`src/rtl/fetch_unit_pkg.sv`:
```
// Shared definitions for the instruction fetch stage.
//   ADDR_W_DEF / DATA_W_DEF : default address and instruction word widths
//   CNT_*                   : fetch buffer occupancy encoding (0, 1, 2)
//   BUF_DEPTH               : number of buffered instruction words
//   RESET_ADDR              : value address registers take at reset
package fetch_unit_pkg;

  localparam int ADDR_W_DEF = 16;
  localparam int DATA_W_DEF = 16;

  localparam logic [1:0] CNT_EMPTY = 2'd0;
  localparam logic [1:0] CNT_ONE   = 2'd1;
  localparam logic [1:0] CNT_FULL  = 2'd2;

  localparam int BUF_DEPTH  = 2;
  localparam int RESET_ADDR = 0;

endpackage

```
`src/rtl/fetch_buffer.sv`:
```
// Two-entry FIFO of {addr, word} pairs feeding decode.
// Entry 0 is always the head, so head_addr/head_word come straight from
// registers and hold while nothing is popped.
//   clk, reset            : clock, synchronous active-low reset
//   push, push_addr/word  : write one entry
//   pop                   : remove the head entry
//   flush                 : empty the buffer (wins over push/pop)
//   count                 : occupancy (0..2)
//   head_addr, head_word  : current head entry
module fetch_buffer
  import fetch_unit_pkg::*;
#(
  parameter int ADDR_W = ADDR_W_DEF,
  parameter int DATA_W = DATA_W_DEF
) (
  input  logic              clk,
  input  logic              reset,
  input  logic              push,
  input  logic              pop,
  input  logic              flush,
  input  logic [ADDR_W-1:0] push_addr,
  input  logic [DATA_W-1:0] push_word,
  output logic [1:0]        count,
  output logic [ADDR_W-1:0] head_addr,
  output logic [DATA_W-1:0] head_word
);

  logic [1:0]        count_reg, count_next;
  logic [1:0]        slot;
  logic [ADDR_W-1:0] addr_reg  [BUF_DEPTH];
  logic [ADDR_W-1:0] addr_next [BUF_DEPTH];
  logic [DATA_W-1:0] word_reg  [BUF_DEPTH];
  logic [DATA_W-1:0] word_next [BUF_DEPTH];

  // A pop shifts everything down one place first, so the pushed word lands
  // in the slot just past the surviving entries.
  always_comb begin
    count_next = count_reg;
    slot       = pop ? (count_reg - 2'd1) : count_reg;
    if (flush) begin
      count_next = CNT_EMPTY;
    end else if (push && !pop && count_reg != CNT_FULL) begin
      count_next = count_reg + 2'd1;
    end else if (pop && !push && count_reg != CNT_EMPTY) begin
      count_next = count_reg - 2'd1;
    end
  end

  generate
    for (genvar gi = 0; gi < BUF_DEPTH; gi++) begin : g_entry
      logic load_new;
      assign load_new = push && !flush && (slot == 2'(gi));
      if (gi < BUF_DEPTH - 1) begin : g_shift
        assign addr_next[gi] = load_new ? push_addr : (pop ? addr_reg[gi+1] : addr_reg[gi]);
        assign word_next[gi] = load_new ? push_word : (pop ? word_reg[gi+1] : word_reg[gi]);
      end else begin : g_tail
        assign addr_next[gi] = load_new ? push_addr : addr_reg[gi];
        assign word_next[gi] = load_new ? push_word : word_reg[gi];
      end
    end
  endgenerate

  always_ff @(posedge clk) begin
    if (!reset) begin
      count_reg <= CNT_EMPTY;
      for (int i = 0; i < BUF_DEPTH; i++) begin
        addr_reg[i] <= ADDR_W'(RESET_ADDR);
        word_reg[i] <= '0;
      end
    end else begin
      count_reg <= count_next;
      addr_reg  <= addr_next;
      word_reg  <= word_next;
    end
  end

  assign count     = count_reg;
  assign head_addr = addr_reg[0];
  assign head_word = word_reg[0];

endmodule

```
`src/rtl/fetch_unit.sv`:
```
// Instruction fetch stage between the program counter and decode.
// Fetches words from the instruction ROM (req/ack, any number of wait
// states), buffers up to two, and hands them to decode (valid/ready).
// Drives the PC's inc/load/target controls, including jump redirection
// and discarding of a fetch that was already in flight at the jump.
//   clk, reset                : clock, synchronous active-low reset
//   pc_in                     : current PC value
//   pc_inc, pc_load, pc_target: PC controls (combinational)
//   rom_req, rom_addr         : fetch request, held until rom_ack
//   rom_ack, rom_data         : ROM response
//   instr_valid/ready         : decode handshake
//   instr, instr_addr         : head instruction and its address
//   jump, jump_addr           : redirect, honoured only on an accept cycle
module fetch_unit
  import fetch_unit_pkg::*;
#(
  parameter int ADDR_W = ADDR_W_DEF,
  parameter int DATA_W = DATA_W_DEF
) (
  input  logic              clk,
  input  logic              reset,
  input  logic [ADDR_W-1:0] pc_in,
  output logic              pc_inc,
  output logic              pc_load,
  output logic [ADDR_W-1:0] pc_target,
  output logic              rom_req,
  output logic [ADDR_W-1:0] rom_addr,
  input  logic              rom_ack,
  input  logic [DATA_W-1:0] rom_data,
  output logic              instr_valid,
  input  logic              instr_ready,
  output logic [DATA_W-1:0] instr,
  output logic [ADDR_W-1:0] instr_addr,
  input  logic              jump,
  input  logic [ADDR_W-1:0] jump_addr
);

  logic              rom_req_reg, rom_req_next;
  logic [ADDR_W-1:0] rom_addr_reg, rom_addr_next;
  logic              drop_pending_reg, drop_pending_next;
  logic [1:0]        count, count_after;
  logic              ack, accept, jump_accept, push;

  assign ack         = rom_req_reg & rom_ack;
  assign accept      = instr_valid & instr_ready;
  assign jump_accept = accept & jump;
  // Data arriving with a jump accept, or for a request issued before an
  // earlier jump, belongs to the abandoned path and is not kept.
  assign push        = ack & ~drop_pending_reg & ~jump_accept;

  assign pc_inc    = push;
  assign pc_load   = jump_accept;
  assign pc_target = jump_addr;

  // Occupancy once this edge's push/pop/flush have taken effect.
  assign count_after = jump_accept ? CNT_EMPTY
                     : (count + {1'b0, push} - {1'b0, accept});

  always_comb begin
    rom_req_next      = rom_req_reg;
    rom_addr_next     = rom_addr_reg;
    drop_pending_next = drop_pending_reg;
    if (jump_accept) begin
      if (rom_req_reg && !rom_ack) begin
        // Request must complete before a new one can go out; remember to
        // throw its data away.
        drop_pending_next = 1'b1;
      end else begin
        rom_req_next      = 1'b1;
        rom_addr_next     = jump_addr;
        drop_pending_next = 1'b0;
      end
    end else if (ack) begin
      if (drop_pending_reg) begin
        // PC was loaded with the target at the jump, so pc_in points there.
        drop_pending_next = 1'b0;
        rom_addr_next     = pc_in;
      end else if (count_after <= CNT_ONE) begin
        rom_addr_next = rom_addr_reg + ADDR_W'(1);
      end else begin
        rom_req_next = 1'b0;
      end
    end else if (!rom_req_reg && count <= CNT_ONE) begin
      rom_req_next  = 1'b1;
      rom_addr_next = pc_in;
    end
  end

  always_ff @(posedge clk) begin
    if (!reset) begin
      rom_req_reg      <= 1'b0;
      rom_addr_reg     <= ADDR_W'(RESET_ADDR);
      drop_pending_reg <= 1'b0;
    end else begin
      rom_req_reg      <= rom_req_next;
      rom_addr_reg     <= rom_addr_next;
      drop_pending_reg <= drop_pending_next;
    end
  end

  fetch_buffer #(
    .ADDR_W (ADDR_W),
    .DATA_W (DATA_W)
  ) u_buffer (
    .clk       (clk),
    .reset     (reset),
    .push      (push),
    .pop       (accept),
    .flush     (jump_accept),
    .push_addr (rom_addr_reg),
    .push_word (rom_data),
    .count     (count),
    .head_addr (instr_addr),
    .head_word (instr)
  );

  assign rom_req     = rom_req_reg;
  assign rom_addr    = rom_addr_reg;
  assign instr_valid = (count != CNT_EMPTY);

endmodule

```
`config.mk`:
```
export PLATFORM = sky130hd
export DESIGN_NAME = fetch_unit
export DESIGN_NICKNAME = d
export VERILOG_FILES = /design/src/rtl/fetch_unit_pkg.sv /design/src/rtl/fetch_buffer.sv /design/src/rtl/fetch_unit.sv
export SDC_FILE = /design/constraint.sdc
export NUM_CORES = 1
export LEC_CHECK = 0
export CAP_MARGIN = 15
export CORE_MARGIN = 3
export CORE_UTILIZATION = 50
export DETAILED_ROUTE_END_ITERATION = 10
export HOLD_SLACK_MARGIN = 0.08
export PLACE_DENSITY_LB_ADDON = 0.08
export SYNTH_ARGS = -nofsm -noshare
export SYNTH_HDL_FRONTEND = slang
export SYNTH_SLANG_ARGS = --single-unit
export TNS_END_PERCENT = 50
```
`constraint.sdc`:
```
create_clock -name clk -period 6.22 [get_ports clk]
set_clock_uncertainty 0.05 [all_clocks]
set_input_delay 0.933 -clock clk [delete_from_list [all_inputs] [get_ports clk]]
set_output_delay 0.933 -clock clk [all_outputs]
set_load 0.005 [all_outputs]
```
==> out/qor.txt <==
Status: complete, no violations
Die area: 0.009851 mm²
Post-synth top area share: 0.3868
Final Total Pwr: 1.483 mW
Post-synthesis cell type count: 55
Flop-to-flop setup slack: 3.16 ns
Avg WL per Cell: 16.18 µm
Endpoints failing hold: 0
TritonRoute pass-1 iters: 4
TNS Setup: 0 ns
Area of the core: 0.008341 mm²
Hold Slack: 0.4218 ns
Worst reg2reg path endpoint: u_buffer.head_word[10]
Area contributors post-synth: dfxtp_1 (39%), buf_4 (8.8%), mux2i_1 (7.4%)
Max Freq: 244.9 MHz
Max cap viols: 0
Design area: 0.005360 mm²
Reg-to-reg startpoint: u_buffer.count[0]
CTS buffer count: 9
CP required: 5.24 ns
Slowest CP cell: and3b_1
Starting Density: 0.5213
RSZ-0062 raised after global routing: false
Area post-placement: 0.005167 mm²
Htree depth: 3
Post-synth ARST share: 0
Synth Area per Inst: 8.282 µm²
Max-Slew Margin vs Limit: 0.5266
Remaining global-route overflow: 0
Tmin final: 4.083 ns
Pin count of the biggest net entering global routing: 73
Worst slew pin tran: 0.7101 ns
Final Wtd Congestion: 0.8500
Initial antenna violation count: 0
Die Wd: 99.25 µm
CP Capture Type: primary output
Worst EP arrival: 3.10 ns
I/O Pins: 121
#FFs+latches synth: 84
Clock transition at path regs: 0.08 ns
Syn Std Cell Area: 0.004348 mm²
ANT cells: 0
Worst Hold Class: reg2reg
Clock Path Buffers: 2
Leading area contributor after synthesis: dfxtp_1
Iter 0 DRT Violations: 206
GRT Total Usage: 0.2260
Ys flop type: dfxtp_1
Final setup margin: 2.137 ns
Register area share after synthesis: 0.3868
Vias per cell: 5.630
Via count: 3862
# resized after CTS: 0
Area Overhead vs Synth: 23.28%
DIE HEIGHT: 99.25 µm
Worst Reg-to-Reg Cells: 9
LEAKAGE: 1.844 nW
Startpoint types: input pin
Detailed placement HPWL: 7449 µm
Period utilization: 0.6564
Max FO, Critical Path: 18
Hold Path End: u_buffer.head_word[3]
Hold depth: 2
Filler instances: 703
Core Rows: 33
CP peak stage delay: 0.63 ns
Syn Inst Count: 525
Multi-input gate area: 0.002093 mm²
Cell Pwr Density: 276.7 mW/mm²
Clk root buf: clkbuf_8
Postcts setup bufs: 0
Yosys warnings: 0
Sink Count: 84
EDFF count, synth: 0
CP Class: in2out
Drt drc: 0
Global-route wire length before repair: 18120 µm
Hold Buf Count CTS: 0
Crit-path most repeated cell: clkdlybuf4s50_1
CTS tree: built
# nets final: 634
Pre-CTS setup slack: 2.154 ns
Max VDD drop: 0.0001472 V
Port Buffer Count: 120
Final setup viols: 0
Clk Latency, worst-skew pair: 0.35 ns
Antenna-violating nets left: 0
Number of global-route vias before repair: 3640
Syn Nets: 582
Routed WL: 11100 µm
FF/Latch Area: 0.001682 mm²
Final Max Tran Viols: 0
Min-delay src: u_buffer.word_reg[3]
Share of cells above drive strength 1: 0.05336
Crit path cell chain: clkdlybuf4s50_1 -> and3b_1 -> nand2_4 -> inv_2 -> clkdlybuf4s50_1
-- synthesized netlist by cell type, types with 2 or more instances --
library cell and count:
a211oi_1 5, nor2_1 78, a31oi_1 3, inv_2 3, a22o_1 3, nand2_1 76, a311oi_1 32, buf_2 5
nand3_1 8, o31a_1 2, o22ai_1 2, o311ai_0 3, clkbuf_1 23, buf_4 51, dfxtp_1 84, xnor2_1 3
inv_1 4, buf_6 5, a22oi_1 2, a21o_1 3, o211ai_1 3, nor3_1 6, xor2_1 2, nor4_1 3
nand4_1 4, ha_1 4, and3_1 3, o21ai_0 23, a21oi_1 25, mux2i_1 32
-- area by class of cell --
type / count / area share
clock buffer: 9 / 0.02311
clock inverter: 6 / 0.009104
inverter: 8 / 0.005602
multi-input combinational: 349 / 0.3905
sequential: 84 / 0.3137
tap: 105 / 0.02451
timing repair buffer: 125 / 0.2334
-- kinds of logic (layout without fill, tap and decap cells) --
| group | count (synthesis) | after routing | synth area share |
|---|---|---|---|
| AND/OR/NAND/NOR | 191 | 191 | 0.1879 |
| adder cells (fa/ha/maj) | 4 | 4 | 0.01151 |
| flip-flops | 84 | 84 | 0.3868 |
| buffers and inverters | 92 | 148 | 0.1335 |
| XOR/XNOR | 5 | 5 | 0.01007 |
| AO/OA/AOI/OAI | 117 | 117 | 0.1966 |
| multiplexers | 32 | 32 | 0.07367 |
-- worst max path at each step --
stage,from,to,slack [ns]
finish,rom_ack,pc_inc,2.14
CTS,rom_ack,pc_inc,2.15
floorplan,jump,pc_load,3.69
global placement,rom_ack,pc_inc,2.17
global route,rom_ack,pc_inc,1.99
detailed placement,rom_ack,pc_inc,2.15
-- routing by layer --
layer / GRT usage / share of wire / vias up
li1: - / - / 1910
met1: 0.3035 / 0.45 / 1823
met2: 0.3714 / 0.49 / 121
met3: 0.04488 / 0.055 / 8
met4: 0.06197 / 0.0070 / 0
met5: 0 / 0 / -
-- power by group --
group | switching, mW | internal, mW | leakage (nW)
Clock | 0.205 | 0.148 | 0.0840
Combinational | 0.225 | 0.230 | 1.07
Sequential | 0.0739 | 0.601 | 0.686
-- layout by cell type (no fill, tap or decap), types with 2 or more instances in the layout --
cell / count
o31a_1: 2
inv_6: 2
dfxtp_1: 84
nor2_1: 78
clkbuf_8: 9
and3_1: 3
inv_2: 3
xnor2_1: 3
ha_1: 4
xor2_1: 2
a31oi_1: 3
a21oi_1: 25
a311oi_1: 32
clkinvlp_4: 2
nor3_1: 6
inv_1: 4
o22ai_1: 2
a22o_1: 3
nor4_1: 3
nand4_1: 4
a21o_1: 3
o21ai_0: 23
buf_4: 4
mux2i_1: 32
a22oi_1: 2
o311ai_0: 3
a211oi_1: 5
o211ai_1: 3
nand2_1: 76
clkdlybuf4s50_1: 120
nand3_1: 8
-- metrics by stage --
step                        util  cells
after global placement    0.6196    670
after global routing      0.6427    686
after CTS                 0.6403    685
after floorplan                -    525
after detailed placement  0.6196    670
final                     0.6427    686
-- worst max-delay path: cells and delay by family --
| kind | cells | cell delay (ns) |
|---|---|---|
| simple gates | 2 | 0.82 |
| buf+inv | 3 | 1.35 |
No activity file was read; power rests on OpenSTA's default activity.
